File: src/rtl/mul_div_unit.sv
`default_nettype none
// ============================================================================
// Module      : mul_div_unit
// Description : Multi-cycle HI/LO multiply/divide unit (MULT/MULTU/DIV/DIVU,
//               MTHI/MTLO) with a countdown busy interlock.
// Revision    : 1.0 - initial release
// ============================================================================
module mul_div_unit (
   input  logic        clk,
   input  logic        reset,
   input  logic        MnDStart,
   input  logic [1:0]  MnDOp,
   input  logic        MnDWe,
   input  logic        MnDWeSel,
   input  logic [31:0] A,
   input  logic [31:0] B,
   output logic        MnDBusy,
   output logic [31:0] HI,
   output logic [31:0] LO
);

   localparam logic [3:0] MULT_CYCLES    = 4'd5;
   localparam logic [3:0] DIV_CYCLES     = 4'd10;
   localparam logic [3:0] MULT_LAST_STEP = 4'd2;
   localparam logic [3:0] DIV_LAST_STEP  = 4'd3;
   localparam logic [3:0] DONE_COUNT     = 4'd1;

   logic [3:0]  cnt_q, cnt_d;
   logic [31:0] a_q, a_d;
   logic [31:0] b_q, b_d;
   logic [63:0] acc_q, acc_d;
   logic        is_div_q, is_div_d;
   logic        neg_lo_q, neg_lo_d;
   logic        neg_hi_q, neg_hi_d;
   logic [31:0] hi_q, hi_d;
   logic [31:0] lo_q, lo_d;

   logic        busy;
   logic        op_signed;
   logic        op_div;
   logic        a_neg;
   logic        b_neg;
   logic [31:0] a_mag;
   logic [31:0] b_mag;
   logic [39:0] pp;
   logic [63:0] div_next;
   logic [63:0] prod_fix;
   logic [31:0] quo_fix;
   logic [31:0] rem_fix;

   // One restoring-division step on {remainder, dividend/quotient}.
   function automatic logic [63:0] div_step(input logic [63:0] acc, input logic [31:0] dvs);
      logic [32:0] rs;
      logic [32:0] diff;
      rs   = {acc[63:32], acc[31]};
      diff = rs - {1'b0, dvs};
      if (!diff[32]) begin
         return {diff[31:0], acc[30:0], 1'b1};
      end
      return {rs[31:0], acc[30:0], 1'b0};
   endfunction

   assign busy      = (cnt_q != 4'd0);
   assign op_signed = ~MnDOp[0];
   assign op_div    = MnDOp[1];
   assign a_neg     = op_signed & A[31];
   assign b_neg     = op_signed & B[31];
   assign a_mag     = a_neg ? (32'd0 - A) : A;
   assign b_mag     = b_neg ? (32'd0 - B) : B;

   // Multiplier consumes one multiplier byte per cycle, MSB first (Horner form).
   assign pp        = 40'(a_q) * 40'(b_q[31:24]);
   assign div_next  = div_step(div_step(div_step(div_step(acc_q, b_q), b_q), b_q), b_q);

   assign prod_fix  = neg_lo_q ? (64'd0 - acc_q) : acc_q;
   assign quo_fix   = neg_lo_q ? (32'd0 - acc_q[31:0]) : acc_q[31:0];
   assign rem_fix   = neg_hi_q ? (32'd0 - acc_q[63:32]) : acc_q[63:32];

   always_comb begin
      cnt_d    = cnt_q;
      a_d      = a_q;
      b_d      = b_q;
      acc_d    = acc_q;
      is_div_d = is_div_q;
      neg_lo_d = neg_lo_q;
      neg_hi_d = neg_hi_q;
      hi_d     = hi_q;
      lo_d     = lo_q;

      if (busy) begin
         cnt_d = cnt_q - 4'd1;
         if (is_div_q) begin
            if (cnt_q >= DIV_LAST_STEP) begin
               acc_d = div_next;
            end
         end else if (cnt_q >= MULT_LAST_STEP) begin
            acc_d = {acc_q[55:0], 8'h00} + {24'h000000, pp};
            b_d   = {b_q[23:0], 8'h00};
         end

         if (cnt_q == DONE_COUNT) begin
            if (is_div_q) begin
               // A zero divisor completes silently, leaving HI/LO intact.
               if (b_q != 32'd0) begin
                  hi_d = rem_fix;
                  lo_d = quo_fix;
               end
            end else begin
               hi_d = prod_fix[63:32];
               lo_d = prod_fix[31:0];
            end
         end
      end else if (MnDStart) begin
         cnt_d    = op_div ? DIV_CYCLES : MULT_CYCLES;
         a_d      = a_mag;
         b_d      = b_mag;
         is_div_d = op_div;
         acc_d    = op_div ? {32'd0, a_mag} : 64'd0;
         neg_lo_d = a_neg ^ b_neg;
         // Remainder follows the dividend's sign; product sign covers both halves.
         neg_hi_d = op_div ? a_neg : (a_neg ^ b_neg);
      end else if (MnDWe) begin
         if (MnDWeSel) begin
            hi_d = A;
         end else begin
            lo_d = A;
         end
      end
   end

   always_ff @(posedge clk) begin
      if (reset) begin
         cnt_q    <= 4'd0;
         a_q      <= 32'd0;
         b_q      <= 32'd0;
         acc_q    <= 64'd0;
         is_div_q <= 1'b0;
         neg_lo_q <= 1'b0;
         neg_hi_q <= 1'b0;
         hi_q     <= 32'd0;
         lo_q     <= 32'd0;
      end else begin
         cnt_q    <= cnt_d;
         a_q      <= a_d;
         b_q      <= b_d;
         acc_q    <= acc_d;
         is_div_q <= is_div_d;
         neg_lo_q <= neg_lo_d;
         neg_hi_q <= neg_hi_d;
         hi_q     <= hi_d;
         lo_q     <= lo_d;
      end
   end

   assign MnDBusy = busy;
   assign HI      = hi_q;
   assign LO      = lo_q;

endmodule
`default_nettype wire

File: config.mk
export PLATFORM = sky130hd
export DESIGN_NAME = mul_div_unit
export DESIGN_NICKNAME = d
export VERILOG_FILES = /design/src/rtl/mul_div_unit.sv
export SDC_FILE = /design/constraint.sdc
export NUM_CORES = 2
export LEC_CHECK = 0
export ABC_AREA = 1
export CELL_PAD_IN_SITES_DETAIL_PLACEMENT = 0
export CELL_PAD_IN_SITES_GLOBAL_PLACEMENT = 1
export CORE_UTILIZATION = 48
export DETAILED_ROUTE_END_ITERATION = 7
export DONT_BUFFER_PORTS = 1
export HOLD_SLACK_MARGIN = 0.02
export PLACE_DENSITY_LB_ADDON = 0.08
export SLEW_MARGIN = 0
export SYNTH_ARGS = -nofsm -noshare
export SYNTH_HDL_FRONTEND = slang
export SYNTH_SLANG_ARGS = --single-unit
File: constraint.sdc
create_clock -name clk -period 9.88 [get_ports clk]
set_input_delay 1.482 -clock clk [delete_from_list [all_inputs] [get_ports clk]]
set_output_delay 1.482 -clock clk [all_outputs]
set_load 0.02 [all_outputs]
After elaboration in Yosys (flattened, before gate mapping)
Index checks and enable logic that the tools add are counted.
- register bits after elaboration: 199
- latch bits: 0
- RAM bits: 0
- bits in read-only memories: 0
- input port bits: 71
- output and inout bits: 65
- logic and storage cells: 84
- memories kept: 0
- $add $sub $neg: 11
- multiply operators: 1
- div/mod/pow operators: 0
- order comparisons: 2
- eq/ne operators: 9
- shift-type cells: 0
- multiplexer cells: 37
- bitwise operators: 5
- reduce and logical (&&, ||, !) cells: 10
- operators with widths (operator ; count):
    $mux 32 ; 23
    $mux 64 ; 10
    $sub 33x32->33 ; 4
    $sub 1x32->32 const A ; 4
    $add 64x40->64 ; 1
    $sub 1x64->64 const A ; 1
    $mul 32x8->40 ; 1
    $reduce_bool 32->1 ; 1
    $mux 4 ; 3
    $reduce_and 5->1 ; 2
    $ge 4x2->1 const B ; 2
    $ne 2x1->1 const B ; 4
    $ne 3x2->1 const B ; 2
    $reduce_and 3->1 ; 2
    $reduce_bool 2->1 ; 3
    $eq 4x1->1 const B ; 1
    $reduce_bool 4->1 ; 1
    $sub 4x1->4 const B ; 1
    $ne 3x1->1 const B ; 1
    $and 1x1->1 ; 2
    $ne 2x2->1 const B ; 1
    $not 1->1 ; 2
    $reduce_and 2->1 ; 1
    $mux 1 ; 1
    $xor 1x1->1 ; 1

Longest topological paths before layout
- depth in word-level cells: 11
- gate-level depth with buffers: 68
- depth with buffers taken out: 64

Worst setup path before layout
Ideal clock, no wire load.
- kind: register -> register
- start point: register b_q[1]
- end point: register acc_q[54]
- library setup time: 0.067 ns
- arrival: 8.246 ns
- required time: 9.813 ns
- setup slack: 1.567 ns
- cell stages (with the launch flop): 57
- path buffers: 6
- period minus slack after synthesis: 8.313 ns
- cells stage by stage: dfxtp_1 -> inv_1 -> fa_1 -> nand2_1 -> nand2_1 -> nand3_1 -> nand2_2 -> nand2_1 -> nand2_2 -> nand2_2 -> nand3_1 -> nand2_2 -> buf_6 -> buf_2 -> o21ai_0 -> nand2_1 -> inv_1 -> ha_1 -> (+21 left out) -> buf_8 -> nand2_1 -> o21ai_2 -> fa_1 -> nand3_1 -> nand2_1 -> a21oi_1 -> o21ai_1 -> a21oi_1 -> o21ai_1 -> a21oi_1 -> inv_2 -> nand3_2 -> buf_4 -> nand3_1 -> nand3_1 -> nand2_1 -> a21oi_2
- cells in the longest elaborated chain, start to end: 11
- ends and longest elaborated chain (item ; line ; source):
    start: declaration ; 30 ; logic [31:0] b_q, b_d;
    start signal: assignment ; 135 ; b_q <= 32'd0;
    start signal: assignment ; 145 ; b_q <= b_d;
    $sub 33x32->33 ; 56 ; diff = rs - {1'b0, dvs};
    $mux 64 ; 60 ; return {rs[31:0], acc[30:0], 1'b0};
    $sub 33x32->33 ; 56 ;
    $mux 64 ; 60 ;
    $sub 33x32->33 ; 56 ;
    $mux 64 ; 60 ;
    $sub 33x32->33 ; 56 ;
    $mux 64 (*) ; 60 ;
    $mux 64 (*) ; 93 ; if (cnt_q >= DIV_LAST_STEP) begin
    $mux 64 (*) ; 92 ; if (is_div_q) begin
    $mux 64 (*) ; 90 ; if (busy) begin
    end signal: assignment ; 136 ; acc_q <= 64'd0;
    end signal: assignment ; 146 ; acc_q <= acc_d;
    end: declaration ; 31 ; logic [63:0] acc_q, acc_d;
Every way passes the cells marked *; elsewhere a longest branch is shown, timed or not. The select of a mux whose other input is x is not followed.
A chain may end at the register's enable or synchronous reset.

Worst setup path after layout
- start point: register acc_q[42]
- end point: register acc_q[53]
- cells in the longest elaborated chain, start to end: 11
- elaborated cells between the ends (all ways): 13
- those cells by class: 5 x add/sub; 8 x mux
- ends and longest elaborated chain (item ; line):
    $sub 33x32->33 ; 56
    $mux 64 ; 60
    $sub 33x32->33 ; 56
    $mux 64 ; 60
    $sub 33x32->33 ; 56
    $mux 64 ; 60
    $sub 33x32->33 ; 56
    $mux 64 ; 60
    $mux 64 ; 93
    $mux 64 (*) ; 92
    $mux 64 (*) ; 90
Marked as above.

==> flow_metrics.tcl <==
set metrics [dict create \
    status "complete, no violations" \
    drtIter0Drc 4567 \
    cp-end-kind "flop" \
    grt_pass1_vias 31000 \
    cp-start-kind "flop" \
    maxClockFrequency_mhz 107 \
    fin_crit_ns 9.36 \
    syn_inst 4896 \
    syn2layout_area_growth_pct 7.19 \
    cpPeakStageDelay_ns 0.62 \
    drc_errors 0 \
    clk_pin_slew_ns 0.09 \
    final_layout_size_suffix_gt1_frac 0.0698 \
    synth_area_sq_um 31000 \
    synth_ff_type "dfxtp_1" \
    yosysSeqAreaShare 0.129 \
    gp_congestion 1.07 \
    grt-ovfl-total 0 \
    hold_path.class "reg2reg" \
    rows 92 \
    io_pins 136 \
    drtPass1Iterations 6 \
    required_ns 10.27 \
    cts.sinks 199 \
    die_area_sq_um 65600 \
    antenna_found_initial 5 \
    post_drt_wl_per_cell_um 23.9 \
    track_usage 0.408 \
    initial_core_util 0.489 \
    synth_edf_count 0 \
    yosys.area.top_type "fa_1" \
    final.period_utilization 0.947 \
    synthTopCellsByArea "fa_1, nand2_1, dfxtp_1" \
    dp_hpwl_um 111000 \
    cts_tree "done" \
    arrival_ns 9.75 \
    crit_top_cell "nand2_1" \
    ys_ff_latch 199 \
    routed_via_density 5.93 \
    setup_viol 0 \
    clock_latency_ns 0.49 \
    via_count 34000 \
    clock-skew-final_ns 0.0229 \
    core_area_sq_um 63400 \
    fin_ws_ns 0.525 \
    grt_pass1_wl_um 201000 \
    critPathKind "reg2reg" \
    tightest_slew_ns 1.17 \
    syn_avg_cell_area_sq_um 6.33 \
    grt_max_degree 90 \
    nFillCells 6662 \
    final-hold-violation-count 0 \
    slew_headroom 0.214 \
    ant_nets 0 \
    root_buffer "clkbuf_16" \
    nNetsFinal 5350 \
    ctsHtreeMaxLevel 4 \
    async_reset_ff_frac 0 \
    ys_warn_count 0 \
    fp.dieW_um 256 \
    synth_fp_nets 5386 \
    cts_hold_buf 0 \
    portBuffers 0 \
    drv_cap 0 \
    cp_max_fo 38 \
    cts_buffers 17 \
    ys_types 61 \
    cts.path.max_buffers 2 \
    preCtsSetupSlack_ns -0.100 \
    synth_top_area_share 0.139 \
    critical-path-slowest-cell "dfxtp_1" \
    slew_violations 0 \
    routed_wirelength_um 136000 \
    die_h_um 256 \
    rsz0062_at_grt "no" \
]
stage by stage:
stage	cell area, sq um	setup TNS, ns	hold slack [ns]	utilization	instances
finish	33200	0	0.464	0.524	5722
floorplan	31000	0	0.441	-	4896
global route	33200	0	0.488	0.524	5719
detailed placement	32300	-0.100	0.453	0.509	5674
CTS	32900	0	0.466	0.519	5706
global placement	32300	-0.185	0.448	0.509	5674
synth_stat cells, types with 9 or more instances:
| cell type | instances |
|---|---|
| o21ai_0 | 345 |
| nand2_1 | 1110 |
| a21oi_1 | 395 |
| nand4_1 | 43 |
| fa_1 | 215 |
| o21a_1 | 15 |
| a221oi_1 | 14 |
| buf_6 | 10 |
| o211ai_1 | 29 |
| o21bai_1 | 38 |
| or2_2 | 16 |
| nor3_1 | 71 |
| o221ai_1 | 13 |
| xnor2_1 | 59 |
| nor4_1 | 26 |
| dfxtp_1 | 199 |
| a31oi_1 | 78 |
| xor2_1 | 126 |
| o21ai_1 | 22 |
| a21oi_2 | 11 |
| a21boi_0 | 9 |
| buf_4 | 10 |
| o21ai_2 | 26 |
| nor2_1 | 387 |
| inv_1 | 790 |
| buf_2 | 10 |
| a21o_1 | 12 |
| nand3_1 | 309 |
| nand3b_1 | 9 |
| clkbuf_1 | 172 |
| nand2_2 | 11 |
| a211oi_1 | 10 |
| ha_1 | 204 |
| buf_1 | 12 |
area by class of cell:
class                      instances  area (sq um)  area share
antenna                            3          7.51    0.000226
clock buffer                      17           425      0.0128
clock inverter                    15           184     0.00554
inverter                         800          3010      0.0905
multi-input combinational       3685         23300       0.702
sequential                       199          3990       0.120
tap                              846          1060      0.0319
timing repair buffer             157          1240      0.0372
kinds of logic (layout without fill, tap and decap cells):
| kind of cell | after synthesis | after routing | synth area share |
|---|---|---|---|
| and+or+nand+nor | 2025 | 2028 | 0.277 |
| DFF | 199 | 199 | 0.129 |
| adders and majority gates | 419 | 419 | 0.221 |
| xor gates and xnor gates | 185 | 185 | 0.0523 |
| buffers and inverters | 1015 | 989 | 0.127 |
| AOI/OAI and AO/OA | 1053 | 1053 | 0.193 |
| other | 0 | 3 | 0 |
per-layer routing:
| metal | GRT usage | part of all wire |
|---|---|---|
| met1 | 0.621 | 0.45 |
| met2 | 0.563 | 0.39 |
| met3 | 0.0962 | 0.13 |
| met4 | 0.105 | 0.027 |
| met5 | 0.00877 | 0.00081 |
path summary, 6_finish.rpt:
kind,slack (ns),from,to,cells past startpoint
max,0.52,acc_q[42],acc_q[53],52
min,0.46,b_q[12],b_q[12],2
max reg2reg,0.52,acc_q[42],acc_q[53],52
min reg2reg,0.46,b_q[12],b_q[12],2
worst max-delay path, delay by kind of cell (launching register included):
kind | cells | cell delay [ns]
compound gates | 19 | 3.51
simple gates | 21 | 2.28
fa+ha+maj | 4 | 1.49
buf+inv | 8 | 1.31
flops | 1 | 0.62
sequential cells by signal, summed over array words and instances (netlist names):
name      count
neg_hi_q      1
neg_lo_q      1
acc_q        64
b_q          32
LO           32
a_q          32
is_div_q      1
cnt_q         4
HI           32
layout by cell type (no fill, tap or decap), drive strengths merged, types with 9 or more instances in the layout:
master / synthesis / layout
o21a: 15 / 15
a21oi: 406 / 406
a211oi: 10 / 10
nor2: 391 / 391
nor3: 76 / 76
nand2: 1128 / 1131
a21boi: 9 / 9
a21o: 12 / 12
nand3: 320 / 320
o221ai: 13 / 13
nand4: 43 / 43
or2: 19 / 19
xor2: 126 / 126
buf: 43 / 156
xnor2: 59 / 59
dfxtp: 199 / 199
clkbuf: 172 / 18
o21bai: 38 / 38
o211ai: 29 / 29
inv: 797 / 808
nor4: 26 / 26
a221oi: 14 / 14
nand3b: 9 / 9
fa: 215 / 215
ha: 204 / 204
o21ai: 393 / 393
a31oi: 78 / 78
repair_timing:
| action | in CTS | in global routing |
|---|---|---|
| gates cloned | 0 | 4 |
| pin swaps | 0 | 7 |
| endpoints found under the setup margin | 2 | 33 |
| setup buffers | 0 | 9 |
| gates resized for setup | 2 | 67 |
Power is not shown: default switching activity piles up to over one toggle a cycle in this logic, so the estimate is an artifact.
